--- config.mk ---
export PLATFORM = sky130hd
export DESIGN_NAME = shift_exec_stage
export DESIGN_NICKNAME = d
export VERILOG_FILES = /design/src/rtl/shift_exec_stage.sv
export SDC_FILE = /design/constraint.sdc
export NUM_CORES = 1
export LEC_CHECK = 0
export BUFFER_PORTS_ARGS = -buffer_cell sky130_fd_sc_hd__buf_2
export CAP_MARGIN = 10
export CORE_MARGIN = 2
export CORE_UTILIZATION = 40
export CTS_BUF_LIST = sky130_fd_sc_hd__clkbuf_2
export DETAILED_ROUTE_END_ITERATION = 7
export PLACE_DENSITY_LB_ADDON = 0.08
export SLEW_MARGIN = 25
export SYNTH_ARGS = -nofsm -noshare
export SYNTH_HDL_FRONTEND = slang
export SYNTH_SLANG_ARGS = --single-unit
--- constraint.sdc ---
create_clock -name clk -period 3.9 [get_ports clk]
set_input_delay 0.195 -clock clk [delete_from_list [all_inputs] [get_ports clk]]
set_output_delay 0.195 -clock clk [all_outputs]
set_load 0.1 [all_outputs]
--- src/rtl/shift_exec_stage.sv ---
// rtl/shift_exec_stage.sv - two-stage EX wrapper around an external combinational shifter
//
// Accepts decoded SLL/SRL/SRA(I) ops over a valid/ready handshake, registers
// the operands in S1, drives the external shifter from S1, and captures the
// shifter result in S2 for writeback. Latency 2, throughput 1 op/cycle, with
// backpressure and flush.
//
// Optional feature: define SHIFT_FWD_EN to forward this unit's own results
// into the rs1 operand at S1 load.
//
// Ports:
//   clk, rst             clock (rising edge), asynchronous active-low reset
//   flush                kill all in-flight ops; blocks acceptance this cycle
//   in_valid/in_ready    decode handshake
//   in_funct3            001=SLL, 101=SRL/SRA
//   in_funct7b5          instr[30]; selects SRA when funct3=101
//   in_is_imm            shamt from in_imm_shamt (1) or in_rs2_data[4:0] (0)
//   in_imm_shamt         instr[24:20]
//   in_rs1_addr          rs1 index (forwarding match only)
//   in_rs1_data          rs1 value from regfile
//   in_rs2_data          rs2 value from regfile
//   in_rd                destination register
//   sh_in/sh_shamt/sh_alu  to shifter (alu: 00=SLL, 01=SRA, 10=SRL)
//   sh_out               shifter result, combinational from sh_*
//   out_valid/out_ready  writeback handshake
//   out_result           shifted value (0 for illegal ops)
//   out_rd               destination register
//   out_illegal          op had an unsupported funct3/funct7 encoding

module shift_exec_stage #(
    parameter int XLEN = 32,
    parameter int RAW  = 5
) (
    input  logic            clk,
    input  logic            rst,
    input  logic            flush,
    input  logic            in_valid,
    output logic            in_ready,
    input  logic [2:0]      in_funct3,
    input  logic            in_funct7b5,
    input  logic            in_is_imm,
    input  logic [4:0]      in_imm_shamt,
    input  logic [RAW-1:0]  in_rs1_addr,
    input  logic [XLEN-1:0] in_rs1_data,
    input  logic [XLEN-1:0] in_rs2_data,
    input  logic [RAW-1:0]  in_rd,
    output logic [XLEN-1:0] sh_in,
    output logic [4:0]      sh_shamt,
    output logic [1:0]      sh_alu,
    input  logic [XLEN-1:0] sh_out,
    output logic            out_valid,
    input  logic            out_ready,
    output logic [XLEN-1:0] out_result,
    output logic [RAW-1:0]  out_rd,
    output logic            out_illegal
);

    localparam logic [1:0] SEL_SLL = 2'b00;
    localparam logic [1:0] SEL_SRA = 2'b01;
    localparam logic [1:0] SEL_SRL = 2'b10;

    // S1 registers
    logic            r_s1_valid;
    logic [XLEN-1:0] r_s1_rs1;
    logic [4:0]      r_s1_shamt;
    logic [1:0]      r_s1_sel;
    logic            r_s1_illegal;
    logic [RAW-1:0]  r_s1_rd;

    // S2 registers
    logic            r_s2_valid;
    logic [XLEN-1:0] r_out_result;
    logic [RAW-1:0]  r_out_rd;
    logic            r_out_illegal;

    logic            w_s2_adv;
    logic            w_s1_adv;
    logic            w_in_fire;
    logic            w_s2_load;
    logic [1:0]      w_sel;
    logic [4:0]      w_shamt;
    logic            w_illegal;
    logic [XLEN-1:0] w_rs1_op;
    logic            w_unused;

    assign w_s2_adv  = !r_s2_valid || out_ready;
    assign w_s1_adv  = !r_s1_valid || w_s2_adv;
    assign in_ready  = w_s1_adv && !flush;
    assign w_in_fire = in_valid && in_ready;
    assign w_s2_load = r_s1_valid && w_s2_adv && !flush;

    // Only the low 5 bits of rs2 form a shift amount; the address is only
    // consumed when forwarding is built in.
    assign w_unused = ^{in_rs2_data[XLEN-1:5], in_rs1_addr};

    // Decode: illegal encodings are carried through as a zero-shift SLL so
    // the shifter sees a benign operation; the result is zeroed at S2 load.
    always_comb begin
        w_sel     = SEL_SLL;
        w_shamt   = in_is_imm ? in_imm_shamt : in_rs2_data[4:0];
        w_illegal = 1'b0;
        if (in_funct3 == 3'b001 && !in_funct7b5) begin
            w_sel = SEL_SLL;
        end else if (in_funct3 == 3'b101 && !in_funct7b5) begin
            w_sel = SEL_SRL;
        end else if (in_funct3 == 3'b101 && in_funct7b5) begin
            w_sel = SEL_SRA;
        end else begin
            w_sel     = SEL_SLL;
            w_shamt   = 5'd0;
            w_illegal = 1'b1;
        end
    end

`ifdef SHIFT_FWD_EN
    // The S1 op is younger than the S2 op, so its live shifter output wins.
    // x0 is never forwarded.
    always_comb begin
        w_rs1_op = in_rs1_data;
        if (in_rs1_addr != '0) begin
            if (r_s1_valid && r_s1_rd == in_rs1_addr && !r_s1_illegal) begin
                w_rs1_op = sh_out;
            end else if (r_s2_valid && r_out_rd == in_rs1_addr && !r_out_illegal) begin
                w_rs1_op = r_out_result;
            end
        end
    end
`else
    assign w_rs1_op = in_rs1_data;
`endif

    // S1
    always_ff @(posedge clk or negedge rst) begin
        if (!rst) begin
            r_s1_valid   <= 1'b0;
            r_s1_rs1     <= '0;
            r_s1_shamt   <= '0;
            r_s1_sel     <= SEL_SLL;
            r_s1_illegal <= 1'b0;
            r_s1_rd      <= '0;
        end else if (flush) begin
            r_s1_valid <= 1'b0;
        end else if (w_in_fire) begin
            r_s1_valid   <= 1'b1;
            r_s1_rs1     <= w_rs1_op;
            r_s1_shamt   <= w_shamt;
            r_s1_sel     <= w_sel;
            r_s1_illegal <= w_illegal;
            r_s1_rd      <= in_rd;
        end else if (w_s2_adv) begin
            r_s1_valid <= 1'b0;
        end
    end

    // S2
    always_ff @(posedge clk or negedge rst) begin
        if (!rst) begin
            r_s2_valid    <= 1'b0;
            r_out_result  <= '0;
            r_out_rd      <= '0;
            r_out_illegal <= 1'b0;
        end else if (flush) begin
            r_s2_valid <= 1'b0;
        end else if (w_s2_load) begin
            r_s2_valid    <= 1'b1;
            r_out_result  <= r_s1_illegal ? '0 : sh_out;
            r_out_rd      <= r_s1_rd;
            r_out_illegal <= r_s1_illegal;
        end else if (out_ready) begin
            r_s2_valid <= 1'b0;
        end
    end

    // Shifter drive is forced to zero whenever S1 holds no op.
    assign sh_in    = r_s1_valid ? r_s1_rs1   : '0;
    assign sh_shamt = r_s1_valid ? r_s1_shamt : '0;
    assign sh_alu   = r_s1_valid ? r_s1_sel   : SEL_SLL;

    assign out_valid   = r_s2_valid;
    assign out_result  = r_out_result;
    assign out_rd      = r_out_rd;
    assign out_illegal = r_out_illegal;

endmodule

## After elaboration in Yosys (flattened, before gate mapping)

Index checks and enable logic that the tools add are counted.

- Equal/unequal tests: 2
- Muxes and demuxes: 20
- Bitwise gates (word level): 1
- Reductions and logical operators: 17

Operators with widths:

| cell | number |
|---|---|
| 32-bit 2-to-1 mux | 2 |
| 5-bit 2-to-1 mux | 5 |
| 1-bit 2-to-1 mux | 10 |
| 1-bit logical AND | 7 |
| 2-bit 2-to-1 mux | 3 |
| 3-bit nonzero test | 2 |
| 1-bit logical NOT | 4 |
| 2-bit AND reduction | 2 |
| 3-bit by 1-bit == test with 1-bit output, second input constant | 1 |
| 3-bit == test, second input constant | 1 |
| 1-bit logical OR | 2 |
| 1-bit inverter | 1 |

- Bits in registers: 85
- Input port bits: 121
- Output and inout bits: 79
- Logic and storage cells: 50

## Depth between registers and ports, before layout

Gate-level depths: netlist of run 1.

- Depth after elaboration: 7
- Gate-level depth with buffers: 6
- Depth with buffers taken out: 3

## Least setup slack after synthesis of run 1

No wires, ideal clock.

- Path type: register to output
- From: reg r_s2_valid (netlist: out_valid)
- To: out in_ready
- Arrival: 2.450 ns
- Data required time: 3.705 ns
- Path slack: 1.255 ns
- Cell stages (with the launch flop): 4
- Path buffers: 1
- Path through: dfrtp_1 -> and3b_1 -> buf_6 -> nor2_1

- Word-level cells in the longest chain between the ends: 4

RTL lines:

| element | RTL line | source |
|---|---|---|
| start, declared | 71 | `logic r_s2_valid;` |
| start signal, assigned | 158 | `r_s2_valid <= 1'b0;` |
| start signal, assigned | 163 | `r_s2_valid <= 1'b0;` |
| start signal, assigned | 165 | `r_s2_valid <= 1'b1;` |
| 1-bit logical NOT | 86 | `assign w_s2_adv = !r_s2_valid \|\| out_ready;` |
| 1-bit logical OR | 86 |  |
| 1-bit logical OR | 87 | `assign w_s1_adv = !r_s1_valid \|\| w_s2_adv;` |
| 1-bit logical AND | 88 | `assign in_ready = w_s1_adv && !flush;` |
| end, declared | 38 | `output logic in_ready,` |

No other way between the ends.

## Final worst setup path of run 1

- From: in out_ready
- To: reg r_s1_rs1[30]

- Word-level cells in the longest chain between the ends: 5

RTL lines:

| element | RTL line | source |
|---|---|---|
| start, declared | 52 | `input logic out_ready,` |
| 1-bit logical OR | 86 |  |
| 1-bit logical OR | 87 |  |
| 1-bit logical AND | 88 |  |
| 1-bit logical AND | 89 | `assign w_in_fire = in_valid && in_ready;` |
| 2-bit AND reduction (no source line) | -- |  |
| end signal, assigned | 145 | `r_s1_rs1 <= w_rs1_op;` |
| end, declared | 64 | `logic [XLEN-1:0] r_s1_rs1;` |

No other way between the ends.
A chain may end at the register's enable or synchronous reset.

==> results of run 1 <==
[final cells by class]
| type | count | area, µm² | share of cell area (%) |
|---|---|---|---|
| clock inverter | 4 | 97.59 | 1.687 |
| tap | 133 | 166.4 | 2.877 |
| sequential | 85 | 2128 | 36.79 |
| clock buffer | 11 | 55.05 | 0.9518 |
| timing repair buffer | 253 | 1689 | 29.20 |
| multi-input combinational | 179 | 1644 | 28.42 |
| inverter | 1 | 3.754 | 0.06489 |
[through the flow]
step / power (mW) / util (%) / cells
after floorplan: 1.959 / - / 283
after global placement: 2.143 / 49.90 / 569
after detailed placement: 2.155 / 49.91 / 569
after CTS: 2.801 / 60.01 / 666
after global routing: 2.894 / 60.01 / 666
final: 2.768 / 60.01 / 666
[flip-flops by register name (all words and copies together) (netlist names)]
name          flops
r_s1_illegal      1
out_illegal       1
out_result       32
out_rd            5
out_valid         1
r_s1_sel          2
r_s1_valid        1
r_s1_rd           5
r_s1_rs1         32
r_s1_shamt        5
[cell usage in the layout (no fill, tap or decap)]
cell type and n:
dfrtp_2 1, and3_1 1, dfrtp_1 84, inv_1 1, mux2_4 34, nor2b_1 34, clkinvlp_4 1, nor2_1 5
o21ai_1 1, bufinv_16 3, buf_4 5, clkbuf_2 11, o31ai_1 6, or2_2 1, and2_1 39, buf_2 166
mux2_2 43, nand2_1 1, o21ai_0 6, nor3b_2 1, and3b_1 1, nand2b_1 1, dlygate4sd3_1 82, mux2i_1 5
[per-layer routing]
metal	vias up	GRT usage [%]
li1	1442	-
met5	-	0
met2	98	28.17
met4	0	6.680
met3	13	3.864
met1	1420	22.30
[report_power, final]
part / switching (mW) / total, mW / leakage, nW / internal [mW]
Clock: 0.292 / 0.570 / 0.0882 / 0.278
Sequential: 0.0727 / 1.08 / 1.07 / 1.01
Combinational: 0.812 / 1.12 / 1.88 / 0.305
Total: 1.18 / 2.77 / 3.04 / 1.59
[tightest hold or removal path, cell delays in order]
cell     delay [ns]
buf_2          0.07
mux2i_1        0.08
o31ai_1        0.18
[cell families after synthesis]
logic type | after synthesis | synth area share, %
compound gates | 13 | 2.046
buf+inv | 19 | 3.772
flops | 85 | 54.35
mux | 82 | 26.69
simple gates | 84 | 13.14
[repair_timing]
action	4_1_cts	5_1_grt
setup buffers	0	0
endpoints found under the hold margin	138	0
hold buffers	82	0
[worst max path at each step]
stage,from,to,slack (ns),cells after the start
floorplan,out_valid,in_ready,1.25,3
global placement,out_ready,r_s1_rs1[25],1.51,5
detailed placement,out_ready,r_s1_rs1[20],1.49,5
CTS,out_valid,r_s1_rs1[30],1.48,4
global route,out_valid,r_s1_rs1[26],1.38,4
finish,out_ready,r_s1_rs1[30],1.47,6
==> results.sh, run 1 <==
export IMPL_syn_to_final_growth_pct=47.79
export IMPL_holdWs_ns=0.04745
export IMPL_dp_hpwl_mm=5.800
export IMPL_firstDrtPassIters=4
export IMPL_fmax_mhz=411.1
export IMPL_grt_antenna_before_repair=0
export IMPL_drive_above_1_share_pct=49.91
export IMPL_routedWlPerCell_um=13.93
export IMPL_reg2regPathDepth=4
export IMPL_hold_path_depth=3
export IMPL_htreeDepth=3
export IMPL_critical_path_required_ns=4.31
export IMPL_clk_pin_slew_ns=0.21
export IMPL_yosys_top_cells_area="dfrtp_1 (54%), mux2_4 (13%), mux2_2 (12%)"
export IMPL_syn_area_um2=3914
export IMPL_via_count=2973
export IMPL_rows=36
export IMPL_core_um2=9639
export IMPL_worstPathArrival_ns=2.84
export IMPL_r2r_end="r_s1_rs1[30]"
export IMPL_rsz0062_at_grt="false"
export IMPL_critical_path_cell_chain="dlygate4sd3_1 > buf_2 > and3b_1 > or2_2 > buf_4 > mux2_4"
export IMPL_final_setup_viol_count=0
export IMPL_wl_met3_um=596
export IMPL_die_area_um2=10590
export IMPL_ir_drop_uv=306.8
export IMPL_synth_top_cells_by_count="dfrtp_1 (85), mux2_2 (43), and2_1 (39)"
export IMPL_highest_layer="met4"
export IMPL_design_area_um2=5784
export IMPL_clock_sinks=85
export IMPL_fin_skew_ns=0.02356
export IMPL_hp_class="input port to flip-flop"
export IMPL_die_w_um=102.9
export IMPL_clock_latency_ns=0.52
export IMPL_initialDrtViolationCount=58
export IMPL_postRouteAntennaNets=0
export IMPL_drc=0
export IMPL_r2r_start="out_valid"
export IMPL_ctsRootBufferMaster="clkbuf_2"
export IMPL_grt_pass1_wl_mm=14.12
export IMPL_critPathTopFamily="buffers and inverters"
export IMPL_nets=650
export IMPL_fin_ws_ns=1.467
export IMPL_synth_top_area_cell="dfrtp_1"
export IMPL_p_per_area_nw_per_um2=478.5
export IMPL_portBuffers=167
export IMPL_met2_length_mm=4.413
export IMPL_start_util_pct=40.60
export IMPL_grt_overflow=0
export IMPL_critPathBufInv=3
export IMPL_slowest_delay_ns=0.73
export IMPL_synthCells=283
export IMPL_gp_congestion=0.6687
export IMPL_antenna_cells=0
export IMPL_async_flop_share_pct=100.0
export IMPL_yosys_warnings=0
export IMPL_viasPerCell=4.464
export IMPL_grt_start_max_net_pins=65
export IMPL_ys_ff_latch=85
export IMPL_yosysMostFrequentCell="dfrtp_1"
export IMPL_ff2ff_setup_slack_ns=1.51
export IMPL_worst_pin_slew_ns=0.8310
export IMPL_crit_fanout=28
export IMPL_hp_start="in_rs2_data[0]"
export IMPL_synth_fp_nets=404
export IMPL_routed_wl_mm=9.276
export IMPL_min_period_over_period_pct=62.37
export IMPL_ios=200
export IMPL_critPathKind="input port to flip-flop"
export IMPL_dpl_cell_area_um2=4811
export IMPL_ys_dominant_reg_cell="dfrtp_1"
export IMPL_synth_top_area_share_pct=54.35
export IMPL_power_leakage_nw=3.038
export IMPL_worst_path_max_delay_cell="or2_2"
export IMPL_cts_resized_gates=0
export IMPL_ys_seq_area_share_pct=54.35
export IMPL_slew_limit_headroom_pct=44.60
export IMPL_maxCapViolCount=0
export IMPL_cp_end_kind="flip-flop"
export IMPL_status="complete, no violations"
export IMPL_slew_violations=0
export IMPL_n_fill_cell=845
export IMPL_setup_tns_ns=0
export IMPL_wl_met1_mm=4.140
export IMPL_max_clock_path_buffers=2
export IMPL_synth_edf_count=0
export IMPL_chipHeight_um=102.9
export IMPL_dp_worst_setup_slack_ns=1.486
export IMPL_hold_viol_final=0
export IMPL_yosysUniqueCellTypes=22
export IMPL_tritoncts="yes"
export IMPL_grt_total_usage_pct=17.21
export IMPL_syn_avg_cell_area_um2=13.83
export IMPL_min_to="r_s1_shamt[0]"
export IMPL_cts_made_buffers=9
export IMPL_layout_min_cycle_time_ns=2.433
export IMPL_startpoint_type="input port"
export IMPL_grt_pass1_vias=2939
(Power assumes the default switching activity.)
==> inputs of run 2 (changes only) <==
--- a/config.mk
+++ b/config.mk
@@ -5,6 +5,7 @@
 export SDC_FILE = /design/constraint.sdc
 export NUM_CORES = 1
 export LEC_CHECK = 0
+export ABC_AREA = 1
 export BUFFER_PORTS_ARGS = -buffer_cell sky130_fd_sc_hd__buf_2
 export CAP_MARGIN = 10
 export CORE_MARGIN = 2
==> constraint.sdc (replaced) <==
create_clock -name clk -period 2.4 [get_ports clk]
set_input_delay 0.12 -clock clk [delete_from_list [all_inputs] [get_ports clk]]
set_output_delay 0.12 -clock clk [all_outputs]
set_load 0.1 [all_outputs]
==> results.sh, run 2 <==
export IMPL_status="complete, no violations"
export IMPL_utilization_pct=62.87
export IMPL_antenna_cells=0
export IMPL_htreeDepth=3
export IMPL_critical_path_required_ns=2.28
export IMPL_grt_total_usage_pct=20.86
export IMPL_synth_top_area_share_pct=57.98
export IMPL_worst_pin_slew_ns=0.7420
export IMPL_viasPerCell=4.446
export IMPL_maxCapViolCount=0
export IMPL_finalNonFillerCells=840
export IMPL_start_util_pct=41.66
export IMPL_ys_seq_area_share_pct=57.98
export IMPL_critPathKind="flip-flop to output port"
export IMPL_hold_viol_final=0
export IMPL_nets=848
export IMPL_grt_pass1_vias=3709
export IMPL_synth_top_cells_by_count="nand2_1 (285), dfrtp_1 (85), inv_1 (54)"
export IMPL_initialDrtViolationCount=135
export IMPL_p_int_mw=2.149
export IMPL_syn_to_final_growth_pct=50.92
export IMPL_cp_end_kind="output port"
export IMPL_power_leakage_nw=3.511
export IMPL_synthCells=481
export IMPL_slew_limit_headroom_pct=50.42
export IMPL_rows=34
export IMPL_startpoint_type="flip-flop"
export IMPL_p_sw_share_pct=49.47
export IMPL_n_fill_cell=768
export IMPL_drc=0
export IMPL_grt_antenna_before_repair=0
export IMPL_hp_class="input port to flip-flop"
export IMPL_syn_avg_cell_area_um2=7.627
export IMPL_power_switching_mw=2.104
export IMPL_core_um2=8806
export IMPL_fin_skew_ns=0.02691
export IMPL_cts_setup_buffers=0
export IMPL_worstPathArrival_ns=2.06
export IMPL_clock_latency_ns=0.51
export IMPL_clk_pin_slew_ns=0.20
export IMPL_ir_drop_uv=388.0
export IMPL_seq_power_share_pct=41.4
export IMPL_postRouteAntennaNets=0
export IMPL_syn_area_um2=3669
export IMPL_layout_min_cycle_time_ns=2.180
export IMPL_via_count=3735
export IMPL_layout_commonest_cell="nand2_1"
export IMPL_tritoncts="yes"
export IMPL_setup_tns_ns=0
export IMPL_rsz0062_at_grt="false"
export IMPL_place_inst=739
export IMPL_crit_fanout=34
export IMPL_yosysMostFrequentCell="nand2_1"
export IMPL_routed_wl_mm=10.10
export IMPL_chipHeight_um=99.77
export IMPL_pwr_share_comb_pct=43.9
export IMPL_synth_fp_nets=602
export IMPL_hold_buffers=85
export IMPL_finalPower_mw=4.253
export IMPL_grt_overflow=0
export IMPL_slew_violations=0
export IMPL_grt_pass1_wl_mm=16.69
export IMPL_cts_resized_gates=0
export IMPL_drive_above_1_share_pct=26.09
export IMPL_dp_hpwl_mm=5.896
export IMPL_grt_start_max_net_pins=52
export IMPL_clock_sinks=85
export IMPL_p_clk_share_pct=14.7
export IMPL_final_cell_mix="nand2_1 (285), buf_2 (166), dlygate4sd3_1 (85), dfrtp_1 (85), inv_1 (54)"
export IMPL_fmax_mhz=458.8
export IMPL_ctsRootBufferMaster="clkbuf_2"
export IMPL_yosys_warnings=0
export IMPL_firstDrtPassIters=4
export IMPL_portBuffers=167
export IMPL_ys_ff_latch=85
export IMPL_routedWlPerCell_um=12.02
export IMPL_ys_dominant_reg_cell="dfrtp_1"
export IMPL_async_flop_share_pct=100.0
export IMPL_gp_congestion=0.7420
export IMPL_ios=200
export IMPL_cts_made_buffers=9
export IMPL_die_w_um=99.77
export IMPL_final_setup_viol_count=0
export IMPL_die_area_um2=9953
export IMPL_synth_edf_count=0
export IMPL_max_clock_path_buffers=2
export IMPL_p_per_area_nw_per_um2=768.2
export IMPL_min_period_over_period_pct=90.82
export IMPL_yosysUniqueCellTypes=14
export IMPL_synth_top_area_cell="dfrtp_1"
export IMPL_yosys_top_cells_area="dfrtp_1 (58%), nand2_1 (29%), inv_1 (5.5%)"
run 2: cell types whose count changed after synthesis, moves of 4 or more:
cell and change:
mux2_2 -43, mux2_4 -34, nand3_1 +8, o31ai_1 -5, nor2b_1 -34, buf_2 +8, mux2i_1 -5, and2_1 -39
nor2_1 +12, nand2_1 +284, o21ai_0 -4, inv_1 +53
run 2: power by group through the flow:
stage	sequential, mW	combinational (mW)	clock (mW)
4_1_cts	1.76	1.87	0.652
3_5_place_dp	1.79	1.76	0
5_1_grt	1.79	1.97	0.715
3_3_place_gp	1.78	1.75	0
6_report	1.76	1.87	0.625
2_1_floorplan	2.68	0.512	0
run 2: final cells by class:
cell class	count	area, µm²	share of cell area, %
multi-input cells	319	1242	22.44
repair buffers	256	1732	31.28
well taps	108	135.1	2.441
clock inverters	6	40.04	0.7232
clock buffers	10	50.05	0.9040
inverters	56	210.2	3.797
flip-flops and latches	85	2127	38.42
run 2: final timing paths:
kind | from | end | slack (ns) | cells past startpoint
setup reg to reg | r_s1_valid | out_result[18] | 0.61 | 6
hold / removal | in_funct3[1] | r_s1_illegal | 0.12 | 5
hold reg to reg | out_rd[1] | out_rd[1] | 0.50 | 2
setup / recovery | r_s1_valid | sh_in[7] | 0.22 | 4
max in group asynchronous | rst | r_s1_shamt[2] | 1.60 | 3
min in group asynchronous | rst | out_result[0] | 0.15 | 2
run 2: logic make-up after synthesis:
logic type,count (synthesis),synth area share (%)
and+or+nand+nor,314,32.98
AOI/OAI and AO/OA,5,0.7504
DFF,85,57.98
buffers and inverters,77,8.288
run 2: layer usage:
layer / share of wire, % / GRT usage (%)
met3: 7.1 / 4.919
met4: 1.6 / 7.587
met2: 48 / 35.08
met1: 44 / 26.33
met5: 0 / 0
run 2: critical path, cell delays in order (launching register included):
cell and delay, ns:
dfrtp_1 0.55, buf_4 0.40, nand2_1 0.10, inv_1 0.08, buf_2 0.43
run 2: stage by stage:
step	cell area (µm²)	hold WS [ns]	setup slack, ns
2_1_floorplan	3669	-0.1756	0.3758
3_3_place_gp	4596	0.1941	0.6911
3_5_place_dp	4596	0.2010	0.6520
4_1_cts	5537	0.06465	0.1538
5_1_grt	5537	0.1148	0.05543
6_report	5537	0.1164	0.2203
==> inputs of run 3 (changes only) <==
==> constraint.sdc (replaced) <==
create_clock -name clk -period 2.1 [get_ports clk]
set_input_delay 0.105 -clock clk [delete_from_list [all_inputs] [get_ports clk]]
set_output_delay 0.105 -clock clk [all_outputs]
set_load 0.1 [all_outputs]
==> results.sh, run 3 (synthesis gave the netlist of run 2 again) <==
export IMPL_status="complete, no violations"
export IMPL_reg2regPathDepth=6
export IMPL_ios=200
export IMPL_min_period_over_period_pct=82.51
export IMPL_start_util_pct=41.66
export IMPL_r2r_end="r_s1_rs1[28]"
export IMPL_die_w_um=99.77
export IMPL_antenna_cells=0
export IMPL_critPathKind="flip-flop to output port"
export IMPL_p_per_area_nw_per_um2=811.1
export IMPL_hp_class="input port to flip-flop"
export IMPL_final_cell_mix="nand2_1 (285), buf_2 (127), dlygate4sd3_1 (91)"
export IMPL_hp_start="in_imm_shamt[2]"
export IMPL_clock_sinks=85
export IMPL_worst_pin_slew_ns=0.7201
export IMPL_routed_wl_mm=10.60
export IMPL_hold_path_depth=7
export IMPL_worstPathArrival_ns=1.63
export IMPL_final_setup_viol_count=0
export IMPL_chipHeight_um=99.77
export IMPL_portBuffers=167
export IMPL_postRouteAntennaNets=0
export IMPL_dp_hpwl_mm=6.351
export IMPL_r2r_start="r_s1_valid"
export IMPL_fin_skew_ns=0.04573
export IMPL_clock_latency_ns=0.52
export IMPL_maxCapViolCount=0
export IMPL_core_um2=8806
export IMPL_ff2ff_setup_slack_ns=0.54
export IMPL_max_clock_path_buffers=2
export IMPL_n_fill_cell=662
export IMPL_rows=34
export IMPL_gp_congestion=0.7862
export IMPL_startpoint_type="flip-flop"
export IMPL_cts_made_buffers=9
export IMPL_layout_min_cycle_time_ns=1.733
export IMPL_grt_pass1_vias=3807
export IMPL_slew_violations=0
export IMPL_min_to="r_s1_shamt[2]"
export IMPL_fmax_mhz=577.1
export IMPL_die_area_um2=9953
export IMPL_crit_fanout=23
export IMPL_grt_pass1_wl_mm=17.38
export IMPL_routedWlPerCell_um=12.48
export IMPL_grt_total_usage_pct=21.89
export IMPL_cts_resized_gates=0
export IMPL_cp_end_kind="output port"
export IMPL_grt_antenna_before_repair=0
export IMPL_ctsRootBufferMaster="clkbuf_2"
export IMPL_drc=0
export IMPL_dpl_cell_area_um2=5204
export IMPL_htreeDepth=3
export IMPL_slew_limit_headroom_pct=51.99
export IMPL_ir_drop_uv=492.4
export IMPL_drive_above_1_share_pct=26.45
export IMPL_hold_viol_final=0
export IMPL_critical_path_required_ns=2.00
export IMPL_grt_overflow=0
export IMPL_power_leakage_nw=3.660
export IMPL_initialDrtViolationCount=96
export IMPL_layout_commonest_cell="nand2_1"
export IMPL_syn_to_final_growth_pct=69.24
export IMPL_design_area_um2=6208
export IMPL_critical_path_startpoint="r_s1_valid"
export IMPL_setup_tns_ns=0
export IMPL_clk_pin_slew_ns=0.20
export IMPL_via_count=3762
export IMPL_tritoncts="yes"
export IMPL_holdWs_ns=0.04556
export IMPL_grt_start_max_net_pins=57
export IMPL_nets=857
export IMPL_cts_setup_buffers=0
export IMPL_viasPerCell=4.431
export IMPL_rsz0062_at_grt="false"
export IMPL_firstDrtPassIters=4
-- run 3: power breakdown --
group | internal (mW) | total, mW | leakage (nW) | switching [mW]
clock network | 0.161 | 0.738 | 0.0624 | 0.576
registers | 1.88 | 2.01 | 1.08 | 0.131
logic | 0.541 | 2.29 | 2.51 | 1.75
total | 2.58 | 5.04 | 3.66 | 2.45
-- run 3: metal layers --
metal / GRT usage (%) / vias up / wire, µm
li1: - / 1905 / -
met1: 26.26 / 1686 / 4404
met2: 37.53 / 152 / 5177
met3: 6.325 / 19 / 846
met4: 8.008 / 0 / 170
met5: 0 / - / 0
-- run 3: how the worst max path moves through the flow --
| stage | endpoint | slack, ns | cells past startpoint |
|---|---|---|---|
| after global placement | r_s1_rs1[14] | 0.71 | 6 |
| final | sh_in[4] | 0.37 | 4 |
| after detailed placement | out_result[16] | 0.66 | 6 |
| after CTS | sh_shamt[2] | 0.33 | 4 |
| after floorplan | out_result[10] | 0.08 | 6 |
| after global routing | sh_in[4] | 0.23 | 4 |
-- run 3: stage by stage --
step	worst slack (ns)	utilization, %	std cells	power, mW
global route	0.2324	70.50	849	5.283
global placement	0.7054	59.09	742	4.170
finish	0.3672	70.50	849	5.036
detailed placement	0.6628	59.09	742	4.196
CTS	0.3264	70.50	849	5.062
floorplan	0.07582	-	481	3.649
-- run 3: critical path: stages, from the launching register on --
cell and delay [ns]:
dfrtp_1 0.46, buf_4 0.30, nand2_1 0.10, inv_1 0.11
buf_12 0.18
-- run 3: repair_timing --
item | CTS | global route
hold buffers | 91 | 0
setup endpoints to repair | 0 | 0
hold endpoints to repair | 138 | 0
-- run 3: cell type report --
type	count	area [µm²]	share of cell area, %
inverter	56	210.2	3.386
multi-input combinational	319	1242	20.01
timing repair buffer	265	2400	38.65
tap	108	135.1	2.177
sequential	85	2127	34.26
clock buffer	9	45.04	0.7255
clock inverter	7	48.80	0.7860
